File: src/rtl/gate_sweep_ctrl.sv
// -----------------------------------------------------------------------------
// gate_sweep_ctrl
// Self-test sequencer for the two-input logic-gate block. A start pulse walks
// the gate inputs through {a,b} = 00, 01, 10, 11 (gate_a is the MSB). Each
// vector is held for SETTLE_CYCLES idle cycles plus one sample cycle. In the
// sample cycle the eight gate outputs are compared against a golden model.
// Mismatches accumulate into a per-gate mask and a per-vector mask.
//
// Optional feature (macro GATE_SWEEP_LOG_EN): a 4x8 log of the raw gate_res
// captured for each vector, read combinationally through log_sel/log_data.
// Without the macro, log_data is tied to zero and log_sel is ignored.
//
// Parameters:
//   SETTLE_CYCLES  idle cycles between applying a vector and sampling it (0..15)
//
// Ports:
//   clk       in   system clock, rising edge
//   rst_n     in   asynchronous active-low reset
//   start     in   one-cycle sweep request, honoured only in IDLE
//   abort     in   cancel a sweep in progress (wins over start)
//   gate_res  in   gate outputs {and,or,nota,notb,nand,nor,xor,xnor}, bit 7 = and
//   gate_a    out  registered drive to gate input a
//   gate_b    out  registered drive to gate input b
//   busy      out  high while a sweep is in progress
//   done      out  one-cycle pulse on normal completion
//   pass      out  last completed sweep had no mismatches
//   err_mask  out  per-gate mismatch accumulator (gate_res bit order)
//   fail_vec  out  bit i set when vector i had any mismatch
//   vec_idx   out  current vector index
//   log_sel   in   log entry select
//   log_data  out  logged gate_res for vector log_sel
// -----------------------------------------------------------------------------
module gate_sweep_ctrl #(
  parameter int unsigned SETTLE_CYCLES = 2
) (
  input  logic       clk,
  input  logic       rst_n,
  input  logic       start,
  input  logic       abort,
  input  logic [7:0] gate_res,
  output logic       gate_a,
  output logic       gate_b,
  output logic       busy,
  output logic       done,
  output logic       pass,
  output logic [7:0] err_mask,
  output logic [3:0] fail_vec,
  output logic [1:0] vec_idx,
  input  logic [1:0] log_sel,
  output logic [7:0] log_data
);

  typedef enum logic [1:0] {
    ST_IDLE   = 2'd0,
    ST_SETTLE = 2'd1,
    ST_SAMPLE = 2'd2,
    ST_DONE   = 2'd3
  } state_t;

  // With no settle time the sequencer jumps straight to sampling.
  localparam logic       SKIP_SETTLE = (SETTLE_CYCLES == 32'd0);
  localparam logic [3:0] SETTLE_INIT = 4'(SETTLE_CYCLES);

  // Golden response of the gate block for one input vector.
  function automatic logic [7:0] golden_of(input logic a, input logic b);
    return {a & b, a | b, ~a, ~b, ~(a & b), ~(a | b), a ^ b, ~(a ^ b)};
  endfunction

  // One-hot marker for a vector index.
  function automatic logic [3:0] vec_bit(input logic [1:0] idx);
    return 4'b0001 << idx;
  endfunction

  state_t     state_r;
  logic [3:0] settle_cnt_r;
  logic       gate_a_r;
  logic       gate_b_r;
  logic       busy_r;
  logic       done_r;
  logic       pass_r;
  logic [7:0] err_mask_r;
  logic [3:0] fail_vec_r;
  logic [1:0] vec_idx_r;

  logic [7:0] expected_s;
  logic [7:0] diff_s;
  logic [7:0] new_err_s;
  logic       vec_fail_s;
  logic [1:0] next_vec_s;
  logic       start_ok_s;
  logic       sample_ok_s;

  // Compare the current gate outputs against the golden response.
  always_comb begin
    expected_s  = golden_of(gate_a_r, gate_b_r);
    diff_s      = gate_res ^ expected_s;
    new_err_s   = err_mask_r | diff_s;
    vec_fail_s  = |diff_s;
    next_vec_s  = vec_idx_r + 2'd1;
    start_ok_s  = (state_r == ST_IDLE) && start && !abort;
    // An abort coinciding with a sample suppresses the update.
    sample_ok_s = (state_r == ST_SAMPLE) && !abort;
  end

  // Sweep sequencer: state, vector drive, result accumulation.
  always_ff @(posedge clk or negedge rst_n) begin
    if (!rst_n) begin
      state_r      <= ST_IDLE;
      settle_cnt_r <= 4'd0;
      gate_a_r     <= 1'b0;
      gate_b_r     <= 1'b0;
      busy_r       <= 1'b0;
      done_r       <= 1'b0;
      pass_r       <= 1'b0;
      err_mask_r   <= 8'h00;
      fail_vec_r   <= 4'h0;
      vec_idx_r    <= 2'd0;
    end else begin
      done_r <= 1'b0;
      case (state_r)
        ST_IDLE: begin
          if (start_ok_s) begin
            vec_idx_r    <= 2'd0;
            gate_a_r     <= 1'b0;
            gate_b_r     <= 1'b0;
            err_mask_r   <= 8'h00;
            fail_vec_r   <= 4'h0;
            pass_r       <= 1'b0;
            busy_r       <= 1'b1;
            settle_cnt_r <= SETTLE_INIT;
            state_r      <= SKIP_SETTLE ? ST_SAMPLE : ST_SETTLE;
          end
        end

        ST_SETTLE: begin
          if (abort) begin
            state_r      <= ST_IDLE;
            busy_r       <= 1'b0;
            gate_a_r     <= 1'b0;
            gate_b_r     <= 1'b0;
            vec_idx_r    <= 2'd0;
            pass_r       <= 1'b0;
            settle_cnt_r <= 4'd0;
          end else begin
            settle_cnt_r <= settle_cnt_r - 4'd1;
            // Leaving at count 1 gives a dwell of exactly SETTLE_CYCLES.
            if (settle_cnt_r <= 4'd1) begin
              state_r <= ST_SAMPLE;
            end
          end
        end

        ST_SAMPLE: begin
          if (!sample_ok_s) begin
            state_r      <= ST_IDLE;
            busy_r       <= 1'b0;
            gate_a_r     <= 1'b0;
            gate_b_r     <= 1'b0;
            vec_idx_r    <= 2'd0;
            pass_r       <= 1'b0;
            settle_cnt_r <= 4'd0;
          end else begin
            err_mask_r <= new_err_s;
            if (vec_fail_s) begin
              fail_vec_r <= fail_vec_r | vec_bit(vec_idx_r);
            end
            if (vec_idx_r == 2'd3) begin
              // Completion outputs are presented during the DONE cycle.
              state_r   <= ST_DONE;
              done_r    <= 1'b1;
              busy_r    <= 1'b0;
              pass_r    <= (new_err_s == 8'h00);
              gate_a_r  <= 1'b0;
              gate_b_r  <= 1'b0;
              vec_idx_r <= 2'd0;
            end else begin
              vec_idx_r    <= next_vec_s;
              gate_a_r     <= next_vec_s[1];
              gate_b_r     <= next_vec_s[0];
              settle_cnt_r <= SETTLE_INIT;
              state_r      <= SKIP_SETTLE ? ST_SAMPLE : ST_SETTLE;
            end
          end
        end

        ST_DONE: begin
          state_r <= ST_IDLE;
          if (abort) begin
            pass_r <= 1'b0;
          end
        end

        default: begin
          state_r      <= ST_IDLE;
          busy_r       <= 1'b0;
          gate_a_r     <= 1'b0;
          gate_b_r     <= 1'b0;
          vec_idx_r    <= 2'd0;
          settle_cnt_r <= 4'd0;
        end
      endcase
    end
  end

`ifdef GATE_SWEEP_LOG_EN
  logic [7:0] log_r [4];

  // Raw sample log, cleared when a sweep is accepted.
  always_ff @(posedge clk or negedge rst_n) begin
    if (!rst_n) begin
      for (int i = 0; i < 4; i++) begin
        log_r[i] <= 8'h00;
      end
    end else if (start_ok_s) begin
      for (int i = 0; i < 4; i++) begin
        log_r[i] <= 8'h00;
      end
    end else if (sample_ok_s) begin
      log_r[vec_idx_r] <= gate_res;
    end
  end

  assign log_data = log_r[log_sel];
`else
  logic unused_log_sel_s;

  assign unused_log_sel_s = ^log_sel;
  assign log_data         = 8'h00;
`endif

  assign gate_a   = gate_a_r;
  assign gate_b   = gate_b_r;
  assign busy     = busy_r;
  assign done     = done_r;
  assign pass     = pass_r;
  assign err_mask = err_mask_r;
  assign fail_vec = fail_vec_r;
  assign vec_idx  = vec_idx_r;

endmodule

File: config.mk
export PLATFORM = sky130hd
export DESIGN_NAME = gate_sweep_ctrl
export DESIGN_NICKNAME = d
export VERILOG_FILES = /design/src/rtl/gate_sweep_ctrl.sv
export SDC_FILE = /design/constraint.sdc
export NUM_CORES = 1
export LEC_CHECK = 0
export ABC_CLOCK_PERIOD_IN_PS = 2000
export BUFFER_PORTS_ARGS = -buffer_cell sky130_fd_sc_hd__buf_2
export CORE_ASPECT_RATIO = 1.25
export CORE_MARGIN = 2
export CORE_UTILIZATION = 47
export DETAILED_ROUTE_END_ITERATION = 12
export PLACE_DENSITY = 0.86
export SLEW_MARGIN = 25
export SYNTH_ARGS = -nofsm -noshare
export SYNTH_HDL_FRONTEND = slang
export SYNTH_SLANG_ARGS = --single-unit
File: constraint.sdc
create_clock -name clk -period 2 [get_ports clk]
set_input_delay 0.3 -clock clk [delete_from_list [all_inputs] [get_ports clk]]
set_output_delay 0.3 -clock clk [all_outputs]
set_load 0.03 [all_outputs]
# Yosys cells after proc, flatten, opt, wreduce, memory -nomap -nowiden
# Cells that the tools add are included.
totals:
  input_bits: 14
  ff_bits: 25
  out_inout_bits: 27
  elab_cells: 95
classes:
  addsub: 2
  bitwise_logic: 11
  order_cmp: 1
  n_reduce_logical: 17
  n_eq_ne: 12
  shift: 1
  n_mux: 41
op_table:
  columns: ["op", "count"]
  rows:
  - ["$mux 4", 7]
  - ["$mux 2", 9]
  - ["$mux 8", 2]
  - ["$pmux 8 s2", 1]
  - ["$mux 1", 14]
  - ["$pmux 1 s3", 4]
  - ["$pmux 4 s3", 1]
  - ["$reduce_and 3->1", 4]
  - ["$logic_not 8->1", 1]
  - ["$ne 2x2->1 const B", 4]
  - ["$or 8x8->8", 1]
  - ["$pmux 2 s4", 1]
  - ["$pmux 4 s2", 1]
  - ["$reduce_and 4->1", 2]
  - ["$reduce_or 8->1", 1]
  - ["$xor 8x8->8", 1]
  - ["$eq 2x2->1 const B", 3]
  - ["$ne 3x3->1 const B", 2]
  - ["$pmux 2 s3", 1]
  - ["$not 1->1", 5]
  - ["$le 4x1->1 const B", 1]
  - ["$or 4x4->4", 1]
  - ["$shl 1x2->4 const A", 1]
  - ["$sub 4x1->4 const B", 1]
  - ["14 further kinds", 16]

# Logic depth before layout (Yosys ltp)
# Gate-level depths: netlist (run 1).
depth:
  depth_word: 8
  mapped_depth: 8
  mapped_depth_nobuf: 7

# Worst setup path after synthesis (run 1)
# Ideal clock, no wire load.
synth_path:
  path_type: "register to register"
  start: "register gate_a_r, in the netlist gate_a"
  end: "register fail_vec_r[0], in the netlist fail_vec[0]"
  path_slack_ns: -0.109
  setup_time_ns: 0.122
  required_time_ns: 1.878
  arrival_time_ns: 1.987
  period_less_slack_ns: 2.109
  stages_incl_launch_ff: 7
  path_buffers: 0
  cell_sequence: "dfrtp_1 -> inv_1 -> ha_1 -> or3b_1 -> a211oi_2 -> nand3_2 -> a32o_1"
synth_via:
  elab_chain_len: 6
  word_cells_on_any_way: 11
  cone_classes: "1 x eq/ne; 8 x bitwise; 2 x reduce/logical"
synth_rtl:
  columns: ["element", "line", "text"]
  rows:
  - ["from (decl)", "76", "logic gate_a_r;"]
  - ["from (signal assigned)", "178", "gate_a_r <= next_vec_s[1];"]
  - ["$xor 1x1->1, or another cell as far along", "66", "return {a & b, a | b, ~a, ~b, ~(a & b), ~(a | b), a ^ b, ~(a ^ b)};"]
  - ["$not 1->1", "66", null]
  - ["$xor 8x8->8 *", "96", "diff_s = gate_res ^ expected_s;"]
  - ["$reduce_or 8->1 *", "98", "vec_fail_s = |diff_s;"]
  - ["$ne 2x2->1 (no source line) *", null, null]
  - ["$reduce_and 4->1 (no source line) *", null, null]
  - ["to (signal assigned)", "165", "fail_vec_r <= fail_vec_r | vec_bit(vec_idx_r);"]
  - ["to (decl)", "82", "logic [3:0] fail_vec_r;"]
# Every way passes the cells marked *; elsewhere a longest branch is shown, timed or not.
# A chain may end at the register's enable or synchronous reset.

# Final worst setup path (run 1)
layout_path:
  start: "register gate_a_r, in the netlist gate_a"
  end: "register fail_vec_r[1], in the netlist fail_vec[1]"
# Same word-level chain as after synthesis.

==> flow_summary.json, run 1 <==
{
  "clk_path_buf_depth": 2,
  "synth_top_family_by_area": "compound AO/OA/AOI/OAI gates",
  "ys.flop_type": "dfrtp_1",
  "cts_tree": "yes",
  "synth-xor-area-share_pct": 5.27,
  "synth_simple_gate_area_share_pct": 16.2,
  "leakagePower_nw": 0.848,
  "final_area_um2": 1710,
  "synth-edff-count": 0,
  "synth-seq-area-share_pct": 38.5,
  "route.detailed.drc": 0,
  "grt_use_total_pct": 18.4,
  "rr_startpoint": "gate_a",
  "clkLatencyLatePin_ns": 0.31,
  "vias": 1110,
  "num-nets-final": 202,
  "power_density_nw_per_um2": 1320,
  "grt_first_pass_wirelength_mm": 4.84,
  "row_count": 22,
  "fin_crit_ns": 1.89,
  "instances_no_fill": 212,
  "viasPerCell": 5.24,
  "skew_ns": 0.00302,
  "placed_area_um2": 1650,
  "die_w_um": 54.5,
  "overflow": 0,
  "holdCritPathClass": "in2reg",
  "crit_path_end_kind": "flop",
  "ir_drop_uv": 681,
  "totalNegativeSetupSlack_ns": 0,
  "synth_compound_area_share_pct": 19.3,
  "cts_resized": 0,
  "first_iter_violations": 28,
  "avgSynthCellArea_um2": 10.6,
  "detail-route-antenna-nets": 0,
  "path_class": "reg2reg",
  "grt_setup_unrepaired": "false",
  "numPlacedInstances": 204,
  "cp_data_arrival_time_ns": 2.10,
  "synthArstFlopShare_pct": 100,
  "hold_viol_final": 0,
  "yosysTopAreaCellShare_pct": 38.5,
  "clk_pin_slew_ns": 0.12,
  "port_buffers": 30,
  "fmax_mhz": 529,
  "numCtsBuffers": 3,
  "wl_per_cell_um": 13.4,
  "drive_gt1_share_pct": 32.4,
  "synthTopCellsByArea": "dfrtp_1 (38%), ha_1 (9.2%), buf_4 (5.0%)",
  "yosys_register_bits": 23,
  "synth_mux_area_share_pct": 2.01,
  "cp-start-kind": "flop",
  "ys_types": 46,
  "area_growth_pct": 14.2,
  "num_antenna_cells": 0,
  "dr.pass1.iters": 4,
  "synth-warning-count": 0,
  "crit_path_start": "gate_a",
  "yosysTopAreaCell": "dfrtp_1",
  "hold_start": "gate_res[0]",
  "dp_hpwl_mm": 2.33,
  "synth-adder-area-share_pct": 9.20,
  "slew_viol_final": 0,
  "start_util_pct": 49.9,
  "fin_hold_ws_ns": 0.377,
  "cts-root-buf": "clkbuf_4",
  "run_status": "finished, final reports clean",
  "synth.cell_area_um2": 1500,
  "fp.dieH_um": 67.1,
  "finalSetupViolCount": 0,
  "clock_sinks": 23,
  "r2r_cells": 6,
  "io_pins": 41,
  "grt_pass1_vias": 1084,
  "place_congestion": 0.872,
  "grt_max_degree": 24,
  "core_um2": 3000,
  "whs_path_depth": 4,
  "required_ns": 2.21,
  "die-area_um2": 3650,
  "antenna_found_initial": 0,
  "period_share_pct": 94.4,
  "synth_cells": 141,
  "cts_max_level": 1,
  "maxCapViolations": 0,
  "drt_wl_total_mm": 2.85,
  "crit_path_max_fanout": 5
}
==> sequential cells by signal, indices dropped and copies added, names as in the netlist <==
register,count
err_mask,8
fail_vec,4
settle_cnt_r,4
state_r,2
busy,1
done,1
gate_a,1
gate_b,1
pass,1
==> stage by stage <==
step	total power [mW]	util (%)	setup WS [ns]
CTS	2.27	56.2	0.0495
detailed placement	2.05	55.0	0.0726
global route	2.45	57.0	0.000357
global placement	1.99	55.0	0.135
finish	2.26	57.0	0.111
floorplan	1.77	-	0.0266
==> layer usage <==
metal	up-vias	global-route usage [%]	wire length (um)
met4	0	6.88	44
met2	19	33.6	1540
li1	548	-	-
met3	5	2.91	94
met1	538	20.7	1170
met5	-	0	0
==> layout by cell type (no fill, tap or decap), types with 2 or more instances in the layout <==
cell,Yosys,routed
mux2i_1,3,3
nor3b_1,3,3
inv_1,8,8
dfrtp_1,23,21
xor2_1,3,3
conb_1,1,8
nand3_2,2,2
inv_2,2,2
o21a_1,8,8
o21ai_1,4,4
buf_4,10,7
buf_2,3,30
dfrtp_2,0,2
nor4_1,2,2
a32o_1,4,4
nand2b_1,4,4
or3_4,2,2
a21oi_1,2,2
nand2_1,4,4
xnor2_1,6,6
clkbuf_4,0,3
ha_1,11,11
nand3b_1,2,2
nor2_1,10,10
==> timing repair <==
action                     CTS  global route
hold endpoints to repair    23             0
setup endpoints to repair    0             4
hold buffers                 1             0
setup buffers                0             3
==> cells in the mapped netlist, drive strengths merged, types with 4 or more instances <==
library cell  number
buf               14
o21ai              4
nand2              4
a32o               4
nand2b             5
inv               10
o21a               8
ha                11
dfrtp             23
xnor2              6
nor2              10
==> area by class of cell <==
cell class	count	area (um2)
fillers	274	1290
multi-input cells	101	808
flip-flops and latches	23	578
repair buffers	38	213
well taps	36	45.0
inverters	10	37.5
clock buffers	3	22.5
clock inverters	1	5.00
==> critical path, cell delays in order, from the launching register on <==
cell and delay [ns]:
dfrtp_2 0.40, inv_1 0.08, ha_1 0.22, or3b_1 0.39
a211oi_2 0.24, nand3_2 0.16, a32o_1 0.29
==> path summary, 6_finish.rpt <==
| check | end | slack (ns) |
|---|---|---|
| setup / recovery | fail_vec[1] | 0.11 |
| hold / removal | err_mask[0] | 0.38 |
| setup reg to reg | fail_vec[1] | 0.11 |
| hold reg to reg | fail_vec[0] | 0.51 |
| max in group asynchronous | gate_a | 1.16 |
| min in group asynchronous | done | 0.47 |
==> report_power, final <==
part / internal (mW) / leakage, nW / switching (mW)
sequential: 0.621 / 0.295 / 0.123
combinational: 0.540 / 0.535 / 0.761
clock: 0.0748 / 0.0177 / 0.137
==> kinds of logic (layout without fill, tap and decap cells) <==
group | Yosys count | count (layout)
compound gates | 32 | 32
xor+xnor | 9 | 9
fa+ha+maj | 11 | 11
buf+inv | 24 | 52
flops | 23 | 23
mux | 3 | 3
other cells | 1 | 8
simple gates | 38 | 38
(Power assumes the default switching activity.)
==> run 2, diff against run 1 <==
--- a/config.mk
+++ b/config.mk
@@ -7,11 +7,12 @@
 export LEC_CHECK = 0
 export ABC_CLOCK_PERIOD_IN_PS = 2000
 export BUFFER_PORTS_ARGS = -buffer_cell sky130_fd_sc_hd__buf_2
-export CORE_ASPECT_RATIO = 1.25
+export CORE_ASPECT_RATIO = 1.4
 export CORE_MARGIN = 2
-export CORE_UTILIZATION = 47
+export CORE_UTILIZATION = 49
+export CTS_BUF_LIST = sky130_fd_sc_hd__clkbuf_4
 export DETAILED_ROUTE_END_ITERATION = 12
-export PLACE_DENSITY = 0.86
+export PLACE_DENSITY = 0.88
 export SLEW_MARGIN = 25
 export SYNTH_ARGS = -nofsm -noshare
 export SYNTH_HDL_FRONTEND = slang
==> run 2 against run 1 <==
Cell area increased by 0.81%. Wire length increased by 5.3%. Clock power increased by 8%. Register-to-register slack about the same. Die area decreased by 3.7%. Critical endpoint is now fail_vec[0]. First-iteration DRC count decreased by 21%. Via count increased by 3.1%. Core utilization increased by 2.9 points. Sequential share of layout area decreased by 0.27 points.
==> flow_summary.json, run 2 (synthesized netlist as in run 1, its figures left out) <==
{
  "run_status": "finished, final reports clean",
  "skew_ns": 0.00861,
  "viasPerCell": 5.35,
  "final_common_cell": "buf_2",
  "cts_tree": "yes",
  "route.detailed.drc": 0,
  "rr_startpoint": "gate_b",
  "cts_max_level": 1,
  "cp_slowest_stage_delay_ns": 0.41,
  "io_pins": 41,
  "totalNegativeSetupSlack_ns": 0,
  "overflow": 0,
  "slew_headroom_pct": 66.0,
  "hold_viol_final": 0,
  "fmax_mhz": 531,
  "grt_pass1_vias": 1174,
  "die_w_um": 50.7,
  "final_cell_mix": "buf_2 (30), dfrtp_1 (21), ha_1 (11)",
  "fp.dieH_um": 69.4,
  "row_count": 23,
  "period_share_pct": 94.1,
  "grt_use_total_pct": 18.9,
  "crit_path_max_fanout": 5,
  "required_ns": 2.22,
  "clkLatencyLatePin_ns": 0.32,
  "num-nets-final": 203,
  "die-area_um2": 3520,
  "area_growth_pct": 15.1,
  "vias": 1144,
  "grt_max_degree": 24,
  "cp_data_arrival_time_ns": 2.10,
  "antenna_found_initial": 0,
  "cts-root-buf": "clkbuf_4",
  "hold_start": "gate_res[0]",
  "leakagePower_nw": 0.856,
  "numCtsBuffers": 3,
  "dp_hpwl_mm": 2.34,
  "place_congestion": 0.853,
  "clk_path_buf_depth": 2,
  "final_area_um2": 1720,
  "grt_setup_unrepaired": "false",
  "path_class": "reg2reg",
  "power_density_nw_per_um2": 1320,
  "cp-start-kind": "flop",
  "slew_viol_final": 0,
  "port_buffers": 30,
  "clock_sinks": 23,
  "worstMarginPinSlew_ns": 0.510,
  "clk_pin_slew_ns": 0.12,
  "met3_usage_pct": 3.23,
  "start_util_pct": 52.0,
  "placed_area_um2": 1650,
  "maxCapViolations": 0,
  "crit_path_start": "gate_b",
  "slowest_stage": "dfrtp_2",
  "grt_first_pass_wirelength_mm": 5.07,
  "wl_per_cell_um": 14.0,
  "core_um2": 2880,
  "use_met1_pct": 19.2,
  "grt_use_met2_pct": 34.8,
  "drt_wl_total_mm": 3.00,
  "crit_chain": "inv_1 > ha_1 > or3b_1 > a211oi_2 > nand3_2 > a32o_1",
  "fin_crit_ns": 1.88,
  "detail-route-antenna-nets": 0,
  "crit_path_end_kind": "flop",
  "first_iter_violations": 22,
  "ir_drop_uv": 760,
  "largest_reg_flops": 8,
  "drive_gt1_share_pct": 33.3,
  "dr.pass1.iters": 4,
  "num_antenna_cells": 0,
  "finalSetupViolCount": 0,
  "holdCritPathClass": "in2reg",
  "grt-busiest-layer": "met2"
}
==> run 2: cell types whose count changed in the layout (fill, tap and decap cells not counted), sizes merged <==
cell / previous run / this run
buf: 37 / 38
clkbuf: 3 / 4
clkinv: 1 / 0
==> run 2: layout make-up <==
type	instances	area, um2
fillers	261	1150
multi-input cells	101	811
flip-flops and latches	23	578
repair buffers	39	220
well taps	37	46.3
inverters	10	37.5
clock buffers	4	30.0
==> run 2: where the power goes <==
part           internal [mW]  switching [mW]
Sequential             0.622           0.115
Combinational          0.539           0.768
Clock                 0.0916           0.137
Total                   1.25            1.02
==> run 2: worst paths after layout <==
kind	slack, ns	depth (start not counted)	endpoint
worst max-delay path	0.12	6	fail_vec[0]
min in group asynchronous	0.46	2	settle_cnt_r[2]
worst min register to register	0.50	1	fail_vec[1]
max in group asynchronous	1.17	2	gate_a
worst min-delay path	0.38	4	err_mask[0]
worst max register to register	0.12	6	fail_vec[0]
==> run 2: per-layer routing <==
layer	share of wire, %	wire length [um]
met1	37	1120
met2	57	1700
met3	3.2	95
met4	2.5	76
met5	0	0
==> run 2: timing repair <==
item / 4_1_cts / 5_1_grt
endpoints found under the setup margin: 0 / 4
hold buffers: 1 / 0
buffers inserted: 0 / 4
endpoints found under the hold margin: 23 / 0
gates resized for setup: 0 / 1
==> run 2: stage by stage <==
stage          utilization, %  total power, mW  cells  setup slack, ns  hold slack (ns)
3_5_place_dp             57.3             2.05    205           0.0929            0.302
6_report                 59.9             2.27    214            0.117            0.383
4_1_cts                  58.7             2.28    210           0.0704            0.373
3_3_place_gp             57.3             1.99    205            0.127            0.289
2_1_floorplan               -             1.77    148           0.0266          0.00441
5_1_grt                  59.9             2.44    214           0.0296            0.387
==> run 2: critical path: cells and delay by family (launching register included) <==
kind	cells	cell delay [ns]
simple gates	2	0.55
compound gates	2	0.52
flops	1	0.41
fa+ha+maj	1	0.21
buf+inv	1	0.10
==> run 3, diff against run 2 <==
--- a/config.mk
+++ b/config.mk
@@ -6,7 +6,7 @@
 export NUM_CORES = 1
 export LEC_CHECK = 0
 export ABC_CLOCK_PERIOD_IN_PS = 2000
-export BUFFER_PORTS_ARGS = -buffer_cell sky130_fd_sc_hd__buf_2
+export BUFFER_PORTS_ARGS = -buffer_cell sky130_fd_sc_hd__buf_4
 export CORE_ASPECT_RATIO = 1.4
 export CORE_MARGIN = 2
 export CORE_UTILIZATION = 49
==> run 3 against run 2 <==
Worst hold slack lost 0.021 ns. Highest routed layer unchanged. Largest power group unchanged. Clock skew is essentially flat. Fmax shrank 2.2%. Count of clock-buffer cells in the layout is the same. First-iteration DRC count shrank 4.5%. Wire length grew 4.2%. Critical path type unchanged.
==> flow_summary.json, run 3 (synthesized netlist as in run 1, its figures left out) <==
{
  "cts_tree": "yes",
  "port_buffers": 30,
  "num_antenna_cells": 0,
  "leakagePower_nw": 0.860,
  "grt_pass1_vias": 1211,
  "cp-start-kind": "flop",
  "finalPower_mw": 2.36,
  "grt_use_total_pct": 19.7,
  "wl_per_cell_um": 14.7,
  "holdCritPathClass": "in2reg",
  "area_growth_pct": 19.6,
  "grt_setup_unrepaired": "true",
  "numCtsBuffers": 3,
  "route.detailed.drc": 0,
  "fmax_mhz": 519,
  "nFillCells": 238,
  "dr.pass1.iters": 4,
  "vias": 1126,
  "grt_first_pass_wirelength_mm": 5.40,
  "fin_hold_ws_ns": 0.362,
  "run_status": "finished, final reports clean",
  "power_density_nw_per_um2": 1320,
  "numPlacedInstances": 204,
  "final_util_pct": 62.2,
  "drt_wl_total_mm": 3.13,
  "finalSetupViolCount": 0,
  "die_w_um": 50.7,
  "drive_gt1_share_pct": 33.0,
  "largest_reg_flops": 8,
  "start_util_pct": 52.0,
  "first_iter_violations": 21,
  "die-area_um2": 3520,
  "clock_sinks": 23,
  "skew_ns": 0.00827,
  "detail-route-antenna-nets": 0,
  "cts_max_level": 1,
  "final_cell_mix": "buf_4 (37), dfrtp_1 (21), nor2_1 (10), ha_1 (10)",
  "slew_viol_final": 0,
  "fp.dieH_um": 69.4,
  "required_ns": 2.21,
  "period_share_pct": 96.3,
  "ir_drop_uv": 678,
  "io_pins": 41,
  "fin_crit_ns": 1.93,
  "maxCapViolations": 0,
  "cp_data_arrival_time_ns": 2.14,
  "path_class": "reg2reg",
  "viasPerCell": 5.29,
  "row_count": 23,
  "clk_pin_slew_ns": 0.13,
  "crit_path_end_kind": "flop",
  "final_common_cell": "buf_4",
  "clk_path_buf_depth": 2,
  "overflow": 0,
  "crit_path_max_fanout": 5,
  "instances_no_fill": 213,
  "core_um2": 2880,
  "num-nets-final": 202,
  "clkLatencyLatePin_ns": 0.32,
  "hold_viol_final": 0,
  "dp_hpwl_mm": 2.46,
  "totalNegativeSetupSlack_ns": 0,
  "cts-root-buf": "clkbuf_4",
  "antenna_found_initial": 0,
  "place_congestion": 0.846,
  "grt_max_degree": 24
}
[run 3: changes by cell type in the layout (fill, tap and decap cells not counted), sizes merged]
cell	delta
buf	-1
[run 3: path summary, 6_finish.rpt]
path	startpoint	to	slack, ns	cells past startpoint
min	abort	gate_a	0.36	4
min reg2reg	fail_vec[2]	fail_vec[2]	0.53	1
min in group asynchronous	rst_n	settle_cnt_r[1]	0.39	2
max	gate_a	fail_vec[3]	0.07	6
max in group asynchronous	rst_n	gate_a	1.36	2
max reg2reg	gate_a	fail_vec[3]	0.07	6
[run 3: final cells by class]
cell class              instances  area (um2)  share of cell area (%)
multi-input cells             101         811                    45.3
well taps                      37        46.3                    2.59
flip-flops and latches         23         578                    32.3
repair buffers                 38         288                    16.1
inverters                      10        37.5                    2.10
clock buffers                   4        30.0                    1.68
[run 3: worst max-delay path, cell delays in order (launching register included)]
cell      delay [ns]
dfrtp_2         0.41
inv_1           0.10
ha_1            0.24
or3b_1          0.39
a211oi_2        0.25
nand3_2         0.15
a32o_1          0.28
[run 3: power by group]
group	leakage, nW	switching, mW	internal (mW)
logic	0.546	0.769	0.607
clock network	0.0184	0.143	0.0916
registers	0.295	0.130	0.621
[run 3: routing by layer]
metal  vias up  GRT usage (%)  routed length (um)
met5         -              0                   0
met4         0           9.01                  82
met3         6           2.37                 101
met2        28           35.8                1680
met1       545           22.3                1260
li1        547              -                   -
[run 3: what timing repair did]
| action | in CTS | in global routing |
|---|---|---|
| hold endpoints to repair | 23 | 0 |
| buffers inserted | 0 | 4 |
| setup endpoints to repair | 0 | 5 |
| gates resized for setup | 0 | 1 |
| hold buffers | 1 | 0 |
[run 3: through the flow]
stage	instance area [um2]	worst slack, ns
2_1_floorplan	1530	0.0266
3_3_place_gp	1720	0.124
3_5_place_dp	1720	0.0288
4_1_cts	1760	0.00648
5_1_grt	1790	-0.0221
6_report	1790	0.0743
